`src/rtl/pipe_hazard_ctrl.sv`:
```
// Hazard, forwarding and stall/flush controller for the in-order pipeline.
// Keeps a shadow copy of the post-ID stages S[0]=EX .. S[D-1]=WB and, from
// that, derives per-register enables/flushes, EX forward selects, the MDU
// start/busy handshake and saturating stall/flush counters.
module pipe_hazard_ctrl #(
  parameter int RF_ADDRESS = 5,
  parameter int D          = 3,
  parameter int LOAD_LAT   = 1,
  parameter int CNT_W      = 32,
  parameter int SEL_W      = $clog2(D)
) (
  input  logic                  clk,
  input  logic                  reset,
  input  logic                  id_valid,
  input  logic [RF_ADDRESS-1:0] id_rs1,
  input  logic [RF_ADDRESS-1:0] id_rs2,
  input  logic                  id_use_rs1,
  input  logic                  id_use_rs2,
  input  logic [RF_ADDRESS-1:0] id_rd,
  input  logic                  id_regwrite,
  input  logic                  id_is_load,
  input  logic                  id_is_mem,
  input  logic                  id_is_mdu,
  input  logic                  ex_taken,
  input  logic                  mdu_done,
  input  logic                  mem_ready,
  output logic [D:0]            stage_en,
  output logic [D:0]            stage_flush,
  output logic [SEL_W-1:0]      fwd_a,
  output logic [SEL_W-1:0]      fwd_b,
  output logic                  mdu_start,
  output logic                  mdu_busy,
  output logic [CNT_W-1:0]      cnt_stall,
  output logic [CNT_W-1:0]      cnt_flush
);

  typedef struct packed {
    logic                  valid;
    logic [RF_ADDRESS-1:0] rs1;
    logic [RF_ADDRESS-1:0] rs2;
    logic                  use_rs1;
    logic                  use_rs2;
    logic [RF_ADDRESS-1:0] rd;
    logic                  regwrite;
    logic                  load;
    logic                  mem;
    logic                  mdu;
  } entry_t;

  entry_t stg     [D];
  entry_t stg_nxt [D];
  entry_t id_entry;

  logic mem_stall;
  logic mdu_stall;
  logic redirect;
  logic load_use;
  logic hazard;
  logic s0_advance;

  // Pack the ID-stage fields into a shadow entry.
  always_comb begin
    id_entry          = '0;
    id_entry.valid    = id_valid;
    id_entry.rs1      = id_rs1;
    id_entry.rs2      = id_rs2;
    id_entry.use_rs1  = id_use_rs1;
    id_entry.use_rs2  = id_use_rs2;
    id_entry.rd       = id_rd;
    id_entry.regwrite = id_regwrite;
    id_entry.load     = id_is_load;
    id_entry.mem      = id_is_mem;
    id_entry.mdu      = id_is_mdu;
  end

  // Load-use: an ID source matches a load still too young to forward.
  always_comb begin
    hazard = 1'b0;
    for (int i = 0; i < LOAD_LAT; i++) begin
      if (stg[i].valid && stg[i].load && (stg[i].rd != '0) &&
          ((id_use_rs1 && (id_rs1 == stg[i].rd)) ||
           (id_use_rs2 && (id_rs2 == stg[i].rd))))
        hazard = 1'b1;
    end
  end

  assign mem_stall = stg[1].valid & stg[1].mem & ~mem_ready;
  assign mdu_stall = ~mem_stall & stg[0].valid & stg[0].mdu & ~(mdu_busy & mdu_done);
  assign redirect  = ex_taken & ~mem_stall & ~mdu_stall;
  assign load_use  = ~mem_stall & ~mdu_stall & ~ex_taken & id_valid & hazard;

  // Prioritised enable/flush generation; reset forces every register to a bubble.
  always_comb begin
    stage_en    = '1;
    stage_flush = '0;
    if (reset) begin
      stage_flush = '1;
    end else if (mem_stall) begin
      stage_en[2:0]  = '0;
      stage_flush[3] = 1'b1;
    end else if (mdu_stall) begin
      stage_en[1:0]  = '0;
      stage_flush[2] = 1'b1;
    end else if (redirect) begin
      stage_flush[1:0] = 2'b11;
    end else if (load_use) begin
      stage_en[0]    = 1'b0;
      stage_flush[1] = 1'b1;
    end
  end

  // Youngest producer wins, so scan from WB toward EX and let the later hit override.
  always_comb begin
    fwd_a = '0;
    fwd_b = '0;
    if (!reset) begin
      for (int k = D - 1; k >= 1; k--) begin
        if (stg[k].valid && stg[k].regwrite && (stg[k].rd != '0)) begin
          if (stg[0].use_rs1 && (stg[k].rd == stg[0].rs1)) fwd_a = SEL_W'(k);
          if (stg[0].use_rs2 && (stg[k].rd == stg[0].rs2)) fwd_b = SEL_W'(k);
        end
      end
    end
  end

  // Next shadow contents: a flush leaves a fully cleared bubble, a disabled stage holds.
  always_comb begin
    for (int k = 0; k < D; k++) stg_nxt[k] = stg[k];
    if (stage_flush[1])   stg_nxt[0] = '0;
    else if (stage_en[1]) stg_nxt[0] = id_entry;
    for (int k = 1; k < D; k++) begin
      if (stage_flush[k+1])   stg_nxt[k] = '0;
      else if (stage_en[k+1]) stg_nxt[k] = stg[k-1];
    end
  end

  // Shadow scoreboard register.
  always_ff @(posedge clk) begin
    if (reset) begin
      for (int k = 0; k < D; k++) stg[k] <= '0;
    end else begin
      for (int k = 0; k < D; k++) stg[k] <= stg_nxt[k];
    end
  end

  assign s0_advance = stage_en[2] & ~stage_flush[2];
  assign mdu_start  = ~reset & stg[0].valid & stg[0].mdu & ~mdu_busy;

  // MDU busy flag: set after the launch pulse, cleared when the result leaves EX.
  always_ff @(posedge clk) begin
    if (reset)                                    mdu_busy <= 1'b0;
    else if (mdu_start)                           mdu_busy <= 1'b1;
    else if (mdu_busy && mdu_done && s0_advance)  mdu_busy <= 1'b0;
  end

  // Saturating performance counters.
  always_ff @(posedge clk) begin
    if (reset) begin
      cnt_stall <= '0;
      cnt_flush <= '0;
    end else begin
      if (!stage_en[0] && (cnt_stall != '1))   cnt_stall <= cnt_stall + 1'b1;
      if (stage_flush[0] && (cnt_flush != '1)) cnt_flush <= cnt_flush + 1'b1;
    end
  end

endmodule

```
`config.mk`:
```
export PLATFORM = sky130hd
export DESIGN_NAME = pipe_hazard_ctrl
export DESIGN_NICKNAME = d
export VERILOG_FILES = /design/src/rtl/pipe_hazard_ctrl.sv
export SDC_FILE = /design/constraint.sdc
export NUM_CORES = 1
export LEC_CHECK = 0
export CAP_MARGIN = 0
export CORE_MARGIN = 3
export CORE_UTILIZATION = 46
export DETAILED_ROUTE_END_ITERATION = 10
export GPL_TIMING_DRIVEN = 0
export MAX_ROUTING_LAYER = met4
export PLACE_DENSITY = 0.79
export SYNTH_ARGS = -nofsm -noshare
export SYNTH_HDL_FRONTEND = slang
export SYNTH_SLANG_ARGS = --single-unit
```
`constraint.sdc`:
```
create_clock -name clk -period 2.2 [get_ports clk]
set_input_delay 0.55 -clock clk [delete_from_list [all_inputs] [get_ports clk]]
set_output_delay 0.55 -clock clk [all_outputs]
set_load 0.02 [all_outputs]
```
## After elaboration in Yosys (flattened, before gate mapping)

Memories as Yosys holds them, arrays and structs flattened.
Index checks and enable logic that the tools add are counted.

- Add/subtract/negate cells: 2
- Multipliers: 0
- Div/mod/pow operators: 0
- Magnitude comparators: 0
- Eq/ne operators: 8
- Shift-type cells: 0
- Mux-type cells: 39
- Bitwise logic cells: 27
- Reductions and logical operators: 23

Operators with widths:

| kind | number |
|---|---|
| $mux 22 | 8 |
| $add 32x1->32 const B | 2 |
| $ne 32x32->1 const B | 2 |
| $eq 5x5->1 | 6 |
| $mux 2 | 12 |
| $logic_and 1x1->1 | 17 |
| $and 1x1->1 | 16 |
| $mux 1 | 16 |
| $reduce_bool 5->1 | 3 |
| $not 1->1 | 8 |
| $mux 3 | 2 |
| $mux 4 | 1 |
| $or 1x1->1 | 3 |
| $reduce_bool 2->1 | 1 |
| $logic_not 1->1 | 1 |
| $logic_or 1x1->1 | 1 |

- Flip-flop bits (word level): 65
- Bits in latches: 0
- RAM bits: 66
- Memory bits (read-only): 0
- Input port bits: 27
- Output and inout port bits: 78
- Logic and storage cells: 103
- Memories: 1

Memories:

| name | depth | bits a word | read ports | clocked after memory_dff | wr ports | RTL line | source |
|---|---|---|---|---|---|---|---|
| stg | 3 | 22 | 3 | 0 | 3 | 50 | `entry_t stg [D];` |

## Longest topological paths before layout

Gate-level depths: netlist of the first run.
An unclocked memory read counts as a cell.

- Depth in word-level cells: 22
- Mapped depth: 9
- Depth with buffers taken out: 7

## Least setup slack after synthesis of the first run

No wires, ideal clock.

- Path type: flip-flop to output port
- Start point: memory stg[0][5] (netlist name)
- End point: output port stage_en[0]
- Data arrival time: 1.847 ns
- Required time: 1.650 ns
- Setup slack: -0.197 ns
- Stages on the path, launching flop included: 7
- Buffers on the path: 2
- Cells stage by stage: dfxtp_1 or4_1 o21a_1 a21oi_1 buf_6 buf_2 or2_2

RTL lines:

| what | RTL line | source |
|---|---|---|
| start: declaration | 50 |  |
| end: declaration | 27 | `output logic [D:0] stage_en,` |

==> results, run 1 <==
- Entering global routing, the biggest net connects 17 pins.
- The distinct cell type count after synthesis is 63.
- The routed design could run at a clock period as short as 2580 ps.
- The share of the clock period used by the worst path is 1.17.
- STA puts the critical path data required time at 1650 ps.
- The startpoint of the worst-slack reg-to-reg timing path is cnt_stall[9]$_SDFFE_PP0P_.
- The power density over the cells is between 500 and 600 nW/µm².
- The number of optimization iterations in the first detailed-route pass is 4.
- Sorting the synthesized cells by area gives the leading types as dfxtp_1 (41%), xor2_1 (6.1%), nand2_1 (5.8%).
- The peak supply drop is 284 µV.
- The floorplan die area is approximately 12,000 µm².
- The power share of the combinational group is 0.080.
- For this design the total switching power over the nets is around 840 µW.
- The type of origin of the critical path is a register.
- The share of total power dissipated in sequential elements is 0.543.
- On the critical path, the stage with the largest delay is an instance of or4_4.
- The clock tree from TritonCTS is done.
- The clock-pin slew on the worst setup and hold paths is 90 ps.
- Setup repair after global routing could not meet its margin everywhere.
- The die span in y is 110 µm.
- The repair_antennas step left the layout with diodes totalling 0.
- The routed design has 15,400 µm of wire.
- At the end of routability-driven placement, the weighted congestion stood at between 0.8 and 0.9.
- The average instance in the mapped netlist occupies 8.45 µm².
- The total global routing overflow is 0.
- The worst clock skew on the final layout is 15.2 ps.
- Grouping stages by cell kind, the critical path spends the most delay in simple AND/OR/NAND/NOR gates.
- After detailed routing, the number of vias per cell comes to 5.81.
- Of the post-synthesis cell area, the dominant cell type holds 0.407.
- After synthesis the cells add up to 5020 µm².
- From synthesis to final layout, the design area changed by 39.3%.
- The worst setup path is captured at an output pin.
- The final reports fail on setup timing.
- OpenSTA, run right after detailed placement, puts the worst setup slack at -1350 ps.
- The clock latency of the later-clocked register in the worst-skew pair is ~370 ps.
- Traced cell by cell, the critical path runs through or4_4 > o21a_4 > a21oi_4 > buf_8 > or2_4 > buf_6.
- The H-tree generated during clock tree synthesis spans 3 levels.
- The tree is rooted in a clkbuf_8.
- In the synthesized netlist, the cells that appear most often are dfxtp_1 (102), nand2_1 (77), a21oi_1 (54), nor2_1 (46), xor2_1 (35).
- Across the run, the number of max-cap violations was 0.
- The met3 global-route usage is 0.0422.
- For this run, the share of the core covered by cells in the final layout is 0.669.
- Final hold analysis gives a worst-case slack of 454 ps.
- The via count of the first global-routing pass was 4,955.
- For this configuration, the core starts out at a cell density of 0.480.
- CTS saw ~100 sinks.
- Of all cell types, the one taking the most synthesized area is dfxtp_1.
- The number of buffer cells added on primary ports is ~100.
- The fraction of layout instances using a drive strength above 1 is 0.209.
- The global routing stage identified its most utilized layer as met2.
- The total of fill cells in the finished design is 831.
- The number of buffers created by CTS is 9.
- Of the total power, the share spent switching nets is 0.239.
- The design draws 3.51 mW.
- The slew at the pin closest to its max-slew limit is 644 ps.
- The internal portion of the total power is 2.67 mW.
- The worst hold path begins at stg[0][1]$_SDFFE_PP0P_.
- In the global route stage, met1 resource usage came out at 0.303.
- The most common cell in the synthesized netlist is dfxtp_1.
- The die is 110 µm wide.
- The post-route DRC violation count is 0.
- The region available for standard cell placement spans 10,500 µm².
- The critical path contains buffers and inverters numbering 2 combined.
- At the worst endpoint, the arrival time is 2030 ps.
- The run finished, with violations left.
- The number of nets in the synthesized netlist is about 620.
- The path type of the worst min-delay path is reg -> reg.
- The minimum setup slack in the final design is -383 ps.
- In the synthesized netlist the async set-or-reset flop fraction comes to 0.
- The first global-routing pass estimated approximately 24,000 µm of wire.
- The timing-limited maximum frequency is between 300 and 400 MHz.
- The hold buffer count at cts is 0.
- The number of cells after detailed placement is 832.
- The initial antenna violation count is 0.
- The flip-flop cell with the highest count after synthesis is dfxtp_1.
- The final net count is 766.
- Of the synthesized area, sequential elements account for 0.407.
- The final hold violation count is 0.
- Headroom to the max-slew limit came out at 0.571.
- The total of endpoints with negative setup slack in the final report is 12.
- The routed layout has 5,103 vias.
- The synthesized netlist cell count is 594.
- The global-route usage over all layers is 0.245.
- The number of enable-type register cells in the synthesized netlist is 0.
- The classification of the worst setup path is reg -> out.
- The floorplan has 37 rows.
- The number of placed I/O pins is 105.
- The share of total power dissipated in the clock network is 0.377.
- The detail route stage leaves a number of antenna-violating nets equal to 0.
- The count of pins over their slew limit came to 0.
- The largest stage delay on the critical path is 540 ps.
- In the global route stage, met2 resource usage came out at 0.406.
- The routed length per placed instance is roughly 18 µm.
- Of all nets on the critical path, the largest fanout is 5.
- Yosys printed 0 warnings.
- Once detailed placement completed, the half-perimeter wirelength came to 10,500 µm.
- The post-synthesis sequential element count is 102.
- In this run, the number of DRC markers left after iteration 0 of detailed routing was about 310.
- The clock passes through at most 2 buffers.
- After the flow finishes, the layout carries non-filler instances totaling 878.
- The critical path starts at stg[0][5]$_SDFFE_PP0P_.
- In this run the static leakage power is 2.67 nW.
==> state kept, by name, summed over array words and instances, names as in the netlist <==
register	flops
stg	37
cnt_flush	32
cnt_stall	32
mdu_busy	1
==> cells by family after synthesis <==
family / count (synthesis) / share of synthesized area
buf+inv: 39 / 0.0371
simple gates: 277 / 0.299
xor+xnor: 53 / 0.0924
mux: 10 / 0.0227
compound gates: 110 / 0.136
fa+ha+maj: 2 / 0.00498
flops: 102 / 0.407
other cells: 1 / 0.000747
==> through the flow <==
stage | TNS, ps | cell area [µm²]
floorplan | -43.2 | 5060
global placement | -46200 | 6250
detailed placement | -50030 | 6250
CTS | -1840 | 6800
global route | -2840 | 7000
finish | -1910 | 7000
==> timing repair <==
action | in CTS | in global routing
endpoints found under the setup margin | 74 | 75
resized for setup | 131 | 59
hold endpoints to repair | 0 | 0
buffers inserted | 26 | 12
pin swaps | 28 | 26
==> final cells by class <==
class	count	area [µm²]	area share
multi-input combinational	453	3070	0.439
sequential	102	2090	0.299
timing repair buffer	139	1230	0.177
tap	136	170	0.0243
buffer	23	169	0.0241
clock buffer	11	141	0.0202
clock inverter	5	82.6	0.0118
inverter	9	33.8	0.00483
==> tightest hold or removal path: cells and delay by family (launching register included) <==
family / cells / cell delay, ps
DFF: 1 / 320
and+or+nand+nor: 2 / 90
==> metal layers <==
layer / wire length [µm] / vias up / share of wire
met5: 0 / - / 0
met4: 391 / 0 / 0.025
met3: 855 / 38 / 0.055
met2: 7760 / 189 / 0.50
met1: 6400 / 2461 / 0.42
li1: - / 2415 / -
==> path summary, 6_finish.rpt <==
kind / cells after the start / slack [ps] / endpoint
worst max-delay path: 6 / -380 / stage_en[0]
worst min-delay path: 2 / 450 / stg[0][23]$_SDFFE_PP0N_
worst max register to register: 9 / -20 / cnt_stall[1]$_SDFFE_PP0P_
worst min register to register: 2 / 450 / stg[0][23]$_SDFFE_PP0N_
==> power by group through the flow <==
stage,combinational (mW),sequential (mW),clock [mW]
2_1_floorplan,0.134,1.95,0
3_3_place_gp,0.246,1.95,0
3_5_place_dp,0.251,1.95,0
4_1_cts,0.266,1.91,1.34
5_1_grt,0.304,1.91,1.40
6_report,0.281,1.90,1.32
==> placed cells by master, fill, tap and decap left out, drive strengths merged, types with 3 or more instances in the layout <==
| cell type | instances |
|---|---|
| o21a | 3 |
| nand2 | 77 |
| nand3 | 31 |
| inv | 8 |
| nor2 | 47 |
| a21oi | 54 |
| clkdlybuf4s50 | 75 |
| buf | 57 |
| nor3 | 14 |
| clkinv | 4 |
| dfxtp | 102 |
| or4 | 15 |
| dlygate4sd2 | 6 |
| clkdlybuf4s15 | 3 |
| xor2 | 35 |
| a22o | 6 |
| and2 | 5 |
| mux2 | 8 |
| xnor2 | 18 |
| and3 | 12 |
| nor4 | 12 |
| nor2b | 9 |
| nand4 | 27 |
| o211ai | 4 |
| clkbuf | 32 |
| o21ai | 19 |
| or3 | 14 |
| o31ai | 10 |
Power figures use the tool's default switching activity.
==> run 2, diff against run 1 <==
--- a/config.mk
+++ b/config.mk
@@ -9,6 +9,7 @@
 export CORE_MARGIN = 3
 export CORE_UTILIZATION = 46
 export DETAILED_ROUTE_END_ITERATION = 10
+export GPL_ROUTABILITY_DRIVEN = 1
 export GPL_TIMING_DRIVEN = 0
 export MAX_ROUTING_LAYER = met4
 export PLACE_DENSITY = 0.79
==> results of run 2 <==
Same layout as run 1: the final DEF is identical, and so are final timing and power.
